### config.mk
export PLATFORM = sky130hd
export DESIGN_NAME = fp_pack_round
export DESIGN_NICKNAME = d
export VERILOG_FILES = /design/src/rtl/fp_pack_round.sv
export SDC_FILE = /design/constraint.sdc
export NUM_CORES = 1
export LEC_CHECK = 0
export BUFFER_PORTS_ARGS = -buffer_cell sky130_fd_sc_hd__buf_4
export CORE_AREA = 2 2 71 73
export DETAILED_ROUTE_END_ITERATION = 8
export DIE_AREA = 0 0 73 75
export PLACE_DENSITY_LB_ADDON = 0.1
export SYNTH_ARGS = -nofsm -noshare
export SYNTH_HDL_FRONTEND = slang
export SYNTH_SLANG_ARGS = --single-unit
export TNS_END_PERCENT = 50
### constraint.sdc
create_clock -name clk -period 1.8 [get_ports clk]
set_input_delay 0.18 -clock clk [delete_from_list [all_inputs] [get_ports clk]]
set_output_delay 0.18 -clock clk [all_outputs]
set_load 0.05 [all_outputs]
### src/rtl/fp_pack_round.sv
// Final MAC stage: rounds the normalised sum (four IEEE modes), handles subnormals,
// overflow and zero, and registers the packed result behind a valid/ready handshake.
module fp_pack_round #(
  parameter int EXP_W = 5,
  parameter int MAN_W = 10
) (
  input  logic                   clk,
  input  logic                   rst,
  input  logic                   in_valid,
  output logic                   in_ready,
  input  logic [EXP_W+1:0]       exp_final,
  input  logic                   sign,
  input  logic [MAN_W+3:0]       norm_sum,
  input  logic [1:0]             rnd_mode,
  output logic                   out_valid,
  input  logic                   out_ready,
  output logic [EXP_W+MAN_W:0]   out,
  output logic [2:0]             flags,
  input  logic                   clr_flags
);

  localparam int SUM_W = MAN_W + 4;
  localparam int EW    = EXP_W + 3;
  localparam int SH_W  = $clog2(SUM_W + 1);
  localparam logic signed [EW-1:0] EMAX_S  = EW'(2**EXP_W - 1);
  localparam logic signed [EW-1:0] SUM_W_S = EW'(SUM_W);
  localparam logic signed [EW-1:0] ONE_S   = EW'(1);

  localparam logic [1:0] RNE = 2'b00;
  localparam logic [1:0] RTZ = 2'b01;
  localparam logic [1:0] RDN = 2'b10;
  localparam logic [1:0] RUP = 2'b11;

  logic                   accept;
  logic                   zero;
  logic                   subn;
  logic signed [EW-1:0]   exp_ext;
  logic signed [EW-1:0]   sh_full;
  logic signed [EW-1:0]   exp_rnd;
  logic [SH_W-1:0]        sh;
  logic [SUM_W-1:0]       shifted;
  logic [SUM_W-1:0]       lost_bits;
  logic [SUM_W-1:0]       m;
  logic                   lsb;
  logic                   g;
  logic                   rs;
  logic                   inexact;
  logic                   inc;
  logic [MAN_W+1:0]       r;
  logic                   carry;
  logic                   overflow;
  logic                   round_away;
  logic [EXP_W+MAN_W:0]   res;
  logic [2:0]             beat_flags;

  assign in_ready = ~out_valid | out_ready;
  assign accept   = in_valid & in_ready;

  assign zero    = (norm_sum == '0);
  assign exp_ext = {exp_final[EXP_W+1], exp_final};
  assign subn    = exp_final[EXP_W+1] | (exp_final == '0);
  assign sh_full = ONE_S - exp_ext;
  assign sh      = (sh_full > SUM_W_S) ? SH_W'(SUM_W) : sh_full[SH_W-1:0];

  // Left-shifting by (width - sh) leaves exactly the bits that the right shift drops.
  assign shifted   = norm_sum >> sh;
  assign lost_bits = norm_sum << (SH_W'(SUM_W) - sh);
  assign m         = subn ? {shifted[SUM_W-1:1], shifted[0] | (|lost_bits)} : norm_sum;

  assign lsb     = m[3];
  assign g       = m[2];
  assign rs      = m[1] | m[0];
  assign inexact = g | rs;

  always_comb begin
    inc = 1'b0;
    case (rnd_mode)
      RNE:     inc = g & (rs | lsb);
      RTZ:     inc = 1'b0;
      RDN:     inc = sign & inexact;
      RUP:     inc = ~sign & inexact;
      default: inc = 1'b0;
    endcase
  end

  assign r          = {1'b0, m[SUM_W-1:3]} + (MAN_W+2)'(inc);
  assign carry      = r[MAN_W+1];
  assign exp_rnd    = exp_ext + $signed({{(EW-1){1'b0}}, carry});
  assign overflow   = ~zero & ~subn & (exp_rnd >= EMAX_S);
  assign round_away = (rnd_mode == RNE) | ((rnd_mode == RUP) & ~sign) | ((rnd_mode == RDN) & sign);

  always_comb begin
    res        = {sign, {EXP_W{1'b0}}, {MAN_W{1'b0}}};
    beat_flags = 3'b000;
    if (!zero) begin
      if (overflow) begin
        res = round_away ? {sign, {EXP_W{1'b1}}, {MAN_W{1'b0}}}
                         : {sign, {{(EXP_W-1){1'b1}}, 1'b0}, {MAN_W{1'b1}}};
      end else if (subn) begin
        // A carry into r[MAN_W] lands on the smallest normal with no extra handling.
        res = {sign, {{(EXP_W-1){1'b0}}, r[MAN_W]}, r[MAN_W-1:0]};
      end else begin
        res = {sign, exp_rnd[EXP_W-1:0], carry ? {MAN_W{1'b0}} : r[MAN_W-1:0]};
      end
      beat_flags = {overflow, subn & inexact, inexact | overflow};
    end
  end

  // Flags of an accepted beat are applied after a coincident clear.
  always_ff @(posedge clk or negedge rst) begin
    if (!rst) begin
      out       <= '0;
      out_valid <= 1'b0;
      flags     <= 3'b000;
    end else begin
      if (accept) begin
        out       <= res;
        out_valid <= 1'b1;
      end else if (out_ready) begin
        out_valid <= 1'b0;
      end
      if (clr_flags) begin
        flags <= accept ? beat_flags : 3'b000;
      end else if (accept) begin
        flags <= flags | beat_flags;
      end
    end
  end

endmodule

==> reports/summary.txt, run 1 <==
Mapped Cells: 316
Synth unique cells: 71
Chip width: 73 µm
Register area share after synthesis: 19.1%
Clock Root Buffer: clkbuf_8
DP Wirelength: 8220 µm
Clock Tree Buf Depth: 2
Pin count of the biggest net entering global routing: 21
Netlist Area Pre-Place: 2620 µm²
Die Ht: 75 µm
Placement Cell Area: 4110 µm²
# port buffers: 49
Number of synthesized flops with an enable pin: 0
Dominant synthesized flop cell: dfrtp_1
Worst_ep grt: out[9]$_DFFE_PN0P_/D
H-tree depth: 1
Grt ovf: 502
Synthesized area per cell: 8.29 µm²
TritonCTS Buffers: 3
Run status: did not finish
Total Routing Usage GR: 98.4%
Stop stage: 5_1_grt
I/O Pins: 50
Clock sinks: 20
Syn Nets: 353
WEP type: sequential cell input
Fraction of registers with async set or reset after synthesis: 100%
GP Congestion: 1.03
Initial Util: 56.2%
YS warnings: 0
First Err: [ERROR GRT-0232] Routing congestion too high. Check the congestion heatmap in the GUI.
FF+latch count, synth: 20
Row count: 25
## stage by stage
step	instances	setup TNS, ns	setup slack (ns)
2_1_floorplan	316	-57.88	-3.56
3_3_place_gp	532	-55.57	-3.37
3_5_place_dp	532	-60.97	-3.76
4_1_cts	546	-51.06	-3.17
## cell usage after synthesis, types with 6 or more instances
master	instances	share of area, %
xor2_1	9	3.0
nand3_1	10	1.9
nor2_1	14	2.0
mux2i_1	15	5.7
dfrtp_1	20	19
clkbuf_1	10	1.4
nor4_1	6	1.4
a221o_1	7	2.7
a21oi_1	15	2.9
o21ai_0	11	2.1
o21ai_1	11	2.1
inv_1	15	2.1
ha_1	8	3.8
o211ai_1	7	2.0
xnor2_1	9	3.0
a211oi_1	8	2.3
nor3_1	10	1.9
nand2_1	27	3.9
nand4_1	6	1.4
## logic make-up after synthesis
family	synth area share [%]
xor gates and xnor gates	6.02
DFF	19.1
muxes	7.88
and+or+nand+nor	22.3
adders and majority gates	3.82
AOI/OAI and AO/OA	35.5
buffers and inverters	5.35
## routing by layer
layer | overflow | track usage (%)
met3 | 1 | 71.2
met1 | 4 | 82.5
met5 | 0 | 29.6
met4 | 157 | 125
met2 | 340 | 132
## what timing repair did
action                     4_1_cts
gates cloned                     1
hold endpoints to repair        20
pin swaps                       27
hold buffers                     1
buffers inserted                10
setup endpoints to repair       18
resized for setup               36
==> inputs of run 2 (changes only) <==
--- a/config.mk
+++ b/config.mk
@@ -6,10 +6,10 @@
 export NUM_CORES = 1
 export LEC_CHECK = 0
 export BUFFER_PORTS_ARGS = -buffer_cell sky130_fd_sc_hd__buf_4
-export CORE_AREA = 2 2 71 73
+export CORE_AREA = 2 2 84 86
 export DETAILED_ROUTE_END_ITERATION = 8
-export DIE_AREA = 0 0 73 75
-export PLACE_DENSITY_LB_ADDON = 0.1
+export DIE_AREA = 0 0 86 88
+export PLACE_DENSITY_LB_ADDON = 0.15
 export SYNTH_ARGS = -nofsm -noshare
 export SYNTH_HDL_FRONTEND = slang
 export SYNTH_SLANG_ARGS = --single-unit
==> reports/summary.txt, run 2 <==
Biggest register: out
FMAX: 203 MHz
CP startpoint: exp_final[2]
Post-synth top area share: 19.1%
Commonest non-fill, non-tap cell in the layout: buf_4
Register area share after synthesis: 19.1%
Worst Setup End Kind: flip-flop
Worst slew pin tran: 0.611 ns
Largest register FFs: 16
Final WL: 10500 µm
Mapped Cells: 316
H-tree depth: 1
Die area: 7570 µm²
Nets: 549
Synth area leader: dfrtp_1
Total Routing Usage GR: 27.3%
Grt ovf: 0
Synthesized area per cell: 8.29 µm²
DRC Markers: 0
Reg clk slew, reported paths: 0.07 ns
Reg2Reg Depth: 7
Synth top cells by count: nand2_1, dfrtp_1, a21oi_1, inv_1, mux2i_1
Clock Tree Buf Depth: 2
Area delta synth->final: 79.8%
R2R setup slack: 0.23 ns
Most common cell in the netlist: nand2_1
Worst VDD drop: 0.000264 V
GP Congestion: 1.01
Worst min-delay path class: input pin to flip-flop
YS warnings: 0
Initial Util: 39.4%
Worst path bufs/invs: 7
Crit path kind: input pin to flip-flop
Number of DRC markers in iteration 0: 191
Slowest CP cell: o311ai_4
Worst path arrival time: 5.06 ns
Worst Path Required: 1.93 ns
Post-DRT Antenna Nets: 0
Hold Slack: 0.120 ns
Worst flop-to-flop path startpoint: out_valid$_DFFE_PN0P_
Kind of cell adding the most delay to the critical path: compound AO/OA/AOI/OAI gates
Row count: 30
Fraction of registers with async set or reset after synthesis: 100%
Setup slack at placement: -3.68 ns
Clock Skew: 0.00411 ns
Slew Viols, Final: 0
Core Util, Final: 70.9%
Syn Nets: 353
Cell count along the critical path: 30
Dominant synthesized flop cell: dfrtp_1
Die Ht: 88 µm
Clock Root Buffer: clkbuf_8
Vias in the first global route: 3304
CTS tree: done
Synth unique cells: 71
Unrepaired setup endpoints after global routing: true
Chip width: 86 µm
Most frequent cells in the layout: buf_4, nand2_1, dfrtp_1
Hold Vio Cnt, Final: 0
Clock sinks: 20
Skew-Pair Late Insertion Delay: 0.25 ns
Top cells by area, synth: dfrtp_1, mux2i_1, nand2_1, ha_1, xnor2_1
Routed vias: 3453
Pin count of the biggest net entering global routing: 21
# port buffers: 49
FF+latch count, synth: 20
DP Wirelength: 8150 µm
TritonCTS Buffers: 3
Max-Cap Viols: 0
Share of layout cells above drive strength 1: 54.2%
Core area: 6640 µm²
Largest registers: out (16), flags (3), out_valid (1)
Netlist Area Pre-Place: 2620 µm²
CP peak stage delay: 0.36 ns
CP endpoint: out[8]$_DFFE_PN0P_
Minimum clock period: 4.93 ns
Number of synthesized flops with an enable pin: 0
Reg2reg end: out[8]$_DFFE_PN0P_
Final setup viols: 18
I/O Pins: 50
Post-route clock period utilization: 274%
Slew HR: 58.7%
Failing checks: setup timing
CP max FO: 6
TritonRoute pass-1 iters: 7
Vias/cell: 5.84
Run status: finished, violations left
Leakage power: 2.13 nW
Drt wl/cell: 17.8 µm
Initial antenna violation count: 0
First-pass GRT wire length: 16500 µm
Final worst slack: -3.13 ns
Pwr Density: 514 nW/µm²
ANT cells: 0
CP Launch Type: input pin
Most used cell along the critical path: buf_4
run 2: cell counts after synthesis:
No cell type changed its count.
run 2: final cells by class:
class / instances / area [µm²]
multi-input cells: 264 / 2310
well taps: 80 / 100
clock buffers: 4 / 55.1
inverters: 17 / 81.3
fillers: 542 / 1930
repair buffers: 206 / 1660
flip-flops and latches: 20 / 500
run 2: cell families after synthesis:
logic type               synth area share, %
AO/OA/AOI/OAI                           35.5
AND/OR/NAND/NOR                         22.3
buffers and inverters                   5.35
flip-flops                              19.1
multiplexers                            7.88
XOR/XNOR                                6.02
adder cells (fa/ha/maj)                 3.82
run 2: worst min path at each step:
| stage | from | end | slack (ns) | depth (start not counted) |
|---|---|---|---|---|
| finish | in_valid | out_valid$_DFFE_PN0P_ | 0.12 | 2 |
| global route | in_valid | out_valid$_DFFE_PN0P_ | 0.14 | 2 |
| CTS | in_valid | out_valid$_DFFE_PN0P_ | 0.12 | 2 |
| detailed placement | rst | flags[2]$_DFFE_PN0P_ | 0.07 | 1 |
| global placement | rst | flags[2]$_DFFE_PN0P_ | 0.06 | 1 |
| floorplan | rst | flags[0]$_DFFE_PN0P_ | -0.12 | 0 |
run 2: metal layers:
layer	vias to the layer above	part of all wire [%]	track usage (%)
li1	1630	-	-
met1	1604	40	34.0
met2	173	49	47.8
met3	46	6.3	1.60
met4	0	4.3	13.6
met5	-	0	0
run 2: repair_timing:
action                     4_1_cts  5_1_grt
gates resized for setup         27       35
hold endpoints to repair        20        0
setup endpoints to repair       18       18
cloned                           1        0
hold buffers                     1        0
pin swaps                       16       28
setup buffers                    8        8
run 2: power breakdown:
group	switching, mW	total (mW)	internal [mW]
Combinational	0.841	1.54	0.702
Clock	0.131	0.325	0.194
Sequential	0.0393	0.554	0.514
Total	1.01	2.42	1.41
run 2: worst register-to-register path: stages, from the launching register on:
cell and delay, ns:
dfrtp_1 0.38, nand2b_1 0.12, nand2_1 0.13, nor2b_1 0.28, o21ai_4 0.11, a41oi_2 0.17
buf_4 0.17, a221o_1 0.15
run 2: through the flow:
| stage | power (mW) | cells | setup TNS, ns | instance area [µm²] |
|---|---|---|---|---|
| floorplan | 1.33 | 316 | -57.88 | 2790 |
| global placement | 1.94 | 570 | -58.35 | 4240 |
| detailed placement | 1.95 | 570 | -60.40 | 4240 |
| CTS | 2.33 | 583 | -50.20 | 4490 |
| global route | 2.55 | 591 | -56.35 | 4710 |
| finish | 2.42 | 591 | -51.77 | 4710 |
(Power assumes the default switching activity.)
==> inputs of run 3 (changes only) <==
--- a/config.mk
+++ b/config.mk
@@ -6,9 +6,11 @@
 export NUM_CORES = 1
 export LEC_CHECK = 0
 export BUFFER_PORTS_ARGS = -buffer_cell sky130_fd_sc_hd__buf_4
-export CORE_AREA = 2 2 84 86
+export CELL_PAD_IN_SITES_DETAIL_PLACEMENT = 1
+export CELL_PAD_IN_SITES_GLOBAL_PLACEMENT = 2
+export CORE_AREA = 2 2 93 95
 export DETAILED_ROUTE_END_ITERATION = 8
-export DIE_AREA = 0 0 86 88
+export DIE_AREA = 0 0 95 97
 export PLACE_DENSITY_LB_ADDON = 0.15
 export SYNTH_ARGS = -nofsm -noshare
 export SYNTH_HDL_FRONTEND = slang
==> reports/summary.txt, run 3 (synthesis gave the netlist of run 2 again) <==
First-pass GRT wire length: 21200 µm
Placement Cell Area: 4230 µm²
H-tree depth: 1
CP max FO: 6
Routed vias: 3602
Commonest non-fill, non-tap cell in the layout: buf_4
Area delta synth->final: 87.8%
CTS tree: done
Largest registers: out (16), flags (3), out_valid (1)
Vias/cell: 5.64
Worst VDD drop: 0.000390 V
Final worst slack: -3.25 ns
Failing checks: setup timing
I/O Pins: 50
TritonRoute pass-1 iters: 4
Most frequent cells in the layout: buf_4, nand2_1, dfrtp_1
Nets: 572
FMAX: 198 MHz
Number of DRC markers in iteration 0: 188
Grt ovf: 0
DP Wirelength: 9830 µm
Total Routing Usage GR: 29.6%
Clock Skew: 0.00131 ns
Reg clk slew, reported paths: 0.08 ns
Slew Viols, Final: 0
Die Ht: 97 µm
Slew HR: 64.4%
Design area: 4920 µm²
Pwr Density: 535 nW/µm²
Overall power: 2.63 mW
Run status: finished, violations left
Final setup viols: 18
Leakage power: 2.26 nW
Vias in the first global route: 3893
TritonCTS Buffers: 3
Post-DRT Antenna Nets: 0
Initial antenna violation count: 0
Share of layout cells above drive strength 1: 56.6%
# port buffers: 49
Core area: 8130 µm²
Hold Vio Cnt, Final: 0
Final WL: 13900 µm
Minimum clock period: 5.05 ns
Initial Util: 32.2%
DRC Markers: 0
Crit path kind: input pin to flip-flop
# fillers: 940
Drt wl/cell: 21.8 µm
GP Congestion: 0.923
Post-route clock period utilization: 281%
Row count: 33
Die area: 9220 µm²
CP Launch Type: input pin
Worst path arrival time: 5.20 ns
Largest register FFs: 16
Pin count of the biggest net entering global routing: 21
Chip width: 95 µm
ANT cells: 0
Clock sinks: 20
Skew-Pair Late Insertion Delay: 0.26 ns
Clock Tree Buf Depth: 2
Biggest register: out
Clock Root Buffer: clkbuf_8
Worst slew pin tran: 0.532 ns
Max-Cap Viols: 0
Worst Path Required: 1.95 ns
Worst min-delay path class: input pin to flip-flop
Worst Setup End Kind: flip-flop
Unrepaired setup endpoints after global routing: true
run 3: where the power goes:
part / total (mW) / internal (mW) / switching, mW
sequential: 0.555 / 0.514 / 0.0411
combinational: 1.61 / 0.705 / 0.910
clock: 0.464 / 0.297 / 0.167
total: 2.63 / 1.52 / 1.12
run 3: path summary, 6_finish.rpt:
check,from,end,slack [ns],depth (start not counted)
worst max-delay path,exp_final[3],out[4]$_DFFE_PN0P_,-3.25,27
worst min-delay path,clr_flags,flags[2]$_DFFE_PN0P_,0.10,2
worst max register to register,out_valid$_DFFE_PN0P_,out[2]$_DFFE_PN0P_,0.17,6
worst min register to register,out[11]$_DFFE_PN0P_,out[11]$_DFFE_PN0P_,0.48,2
max in group asynchronous,rst,out[2]$_DFFE_PN0P_,1.24,2
min in group asynchronous,rst,out[14]$_DFFE_PN0P_,0.34,2
run 3: layout make-up:
| cell class | instances | area (µm²) | share of cell area, % |
|---|---|---|---|
| Clock inverter | 1 | 30.0 | 0.610 |
| Multi-Input combinational cell | 263 | 2350 | 47.8 |
| Clock buffer | 3 | 41.3 | 0.839 |
| Sequential cell | 20 | 500 | 10.2 |
| Tap cell | 105 | 131 | 2.67 |
| Inverter | 17 | 81.3 | 1.65 |
| Timing Repair Buffer | 230 | 1780 | 36.2 |
run 3: stage by stage:
step                cells  setup TNS (ns)  hold slack, ns  util (%)  setup slack, ns
finish                639          -56.88           0.101      60.5            -3.25
floorplan             316          -57.88          -0.116         -            -3.56
global placement      592          -57.21          0.0683      51.9            -3.44
CTS                   632          -53.63           0.111      58.4            -3.09
detailed placement    592          -60.84          0.0765      51.9            -3.70
global route          639          -60.14          0.0892      60.5            -3.45
run 3: repair_timing:
action,4_1_cts,5_1_grt
resized for setup,38,23
setup buffers,37,9
endpoints found under the setup margin,18,18
pin swaps,30,16
hold endpoints to repair,20,0
gates cloned,0,0
hold buffers,1,0
run 3: worst max-delay path, stage by stage:
cell and delay, ns:
buf_8 0.11, or4_4 0.56, o21ai_4 0.15, o211a_4 0.19
nor2_4 0.05, buf_4 0.14, a2111oi_2 0.44, buf_4 0.18
o21a_1 0.18, o211ai_1 0.12, a221oi_2 0.31, o22ai_1 0.14
and2_4 0.19, ha_4 0.16, nand3_4 0.07, nor4_4 0.05
and3_4 0.20, ha_4 0.17, xor2_2 0.20, nand2_2 0.11
nor4_4 0.33, o21ai_4 0.09, inv_2 0.09, nand3_4 0.08
o21ai_4 0.24, a41oi_4 0.10, a221o_1 0.37
run 3: per-layer routing:
| metal | vias up | wire, µm | GRT usage [%] |
|---|---|---|---|
| li1 | 1668 | - | - |
| met1 | 1786 | 5790 | 36.6 |
| met2 | 116 | 7190 | 50.7 |
| met3 | 32 | 505 | 3.35 |
| met4 | 0 | 420 | 13.4 |
| met5 | - | 0 | 0 |
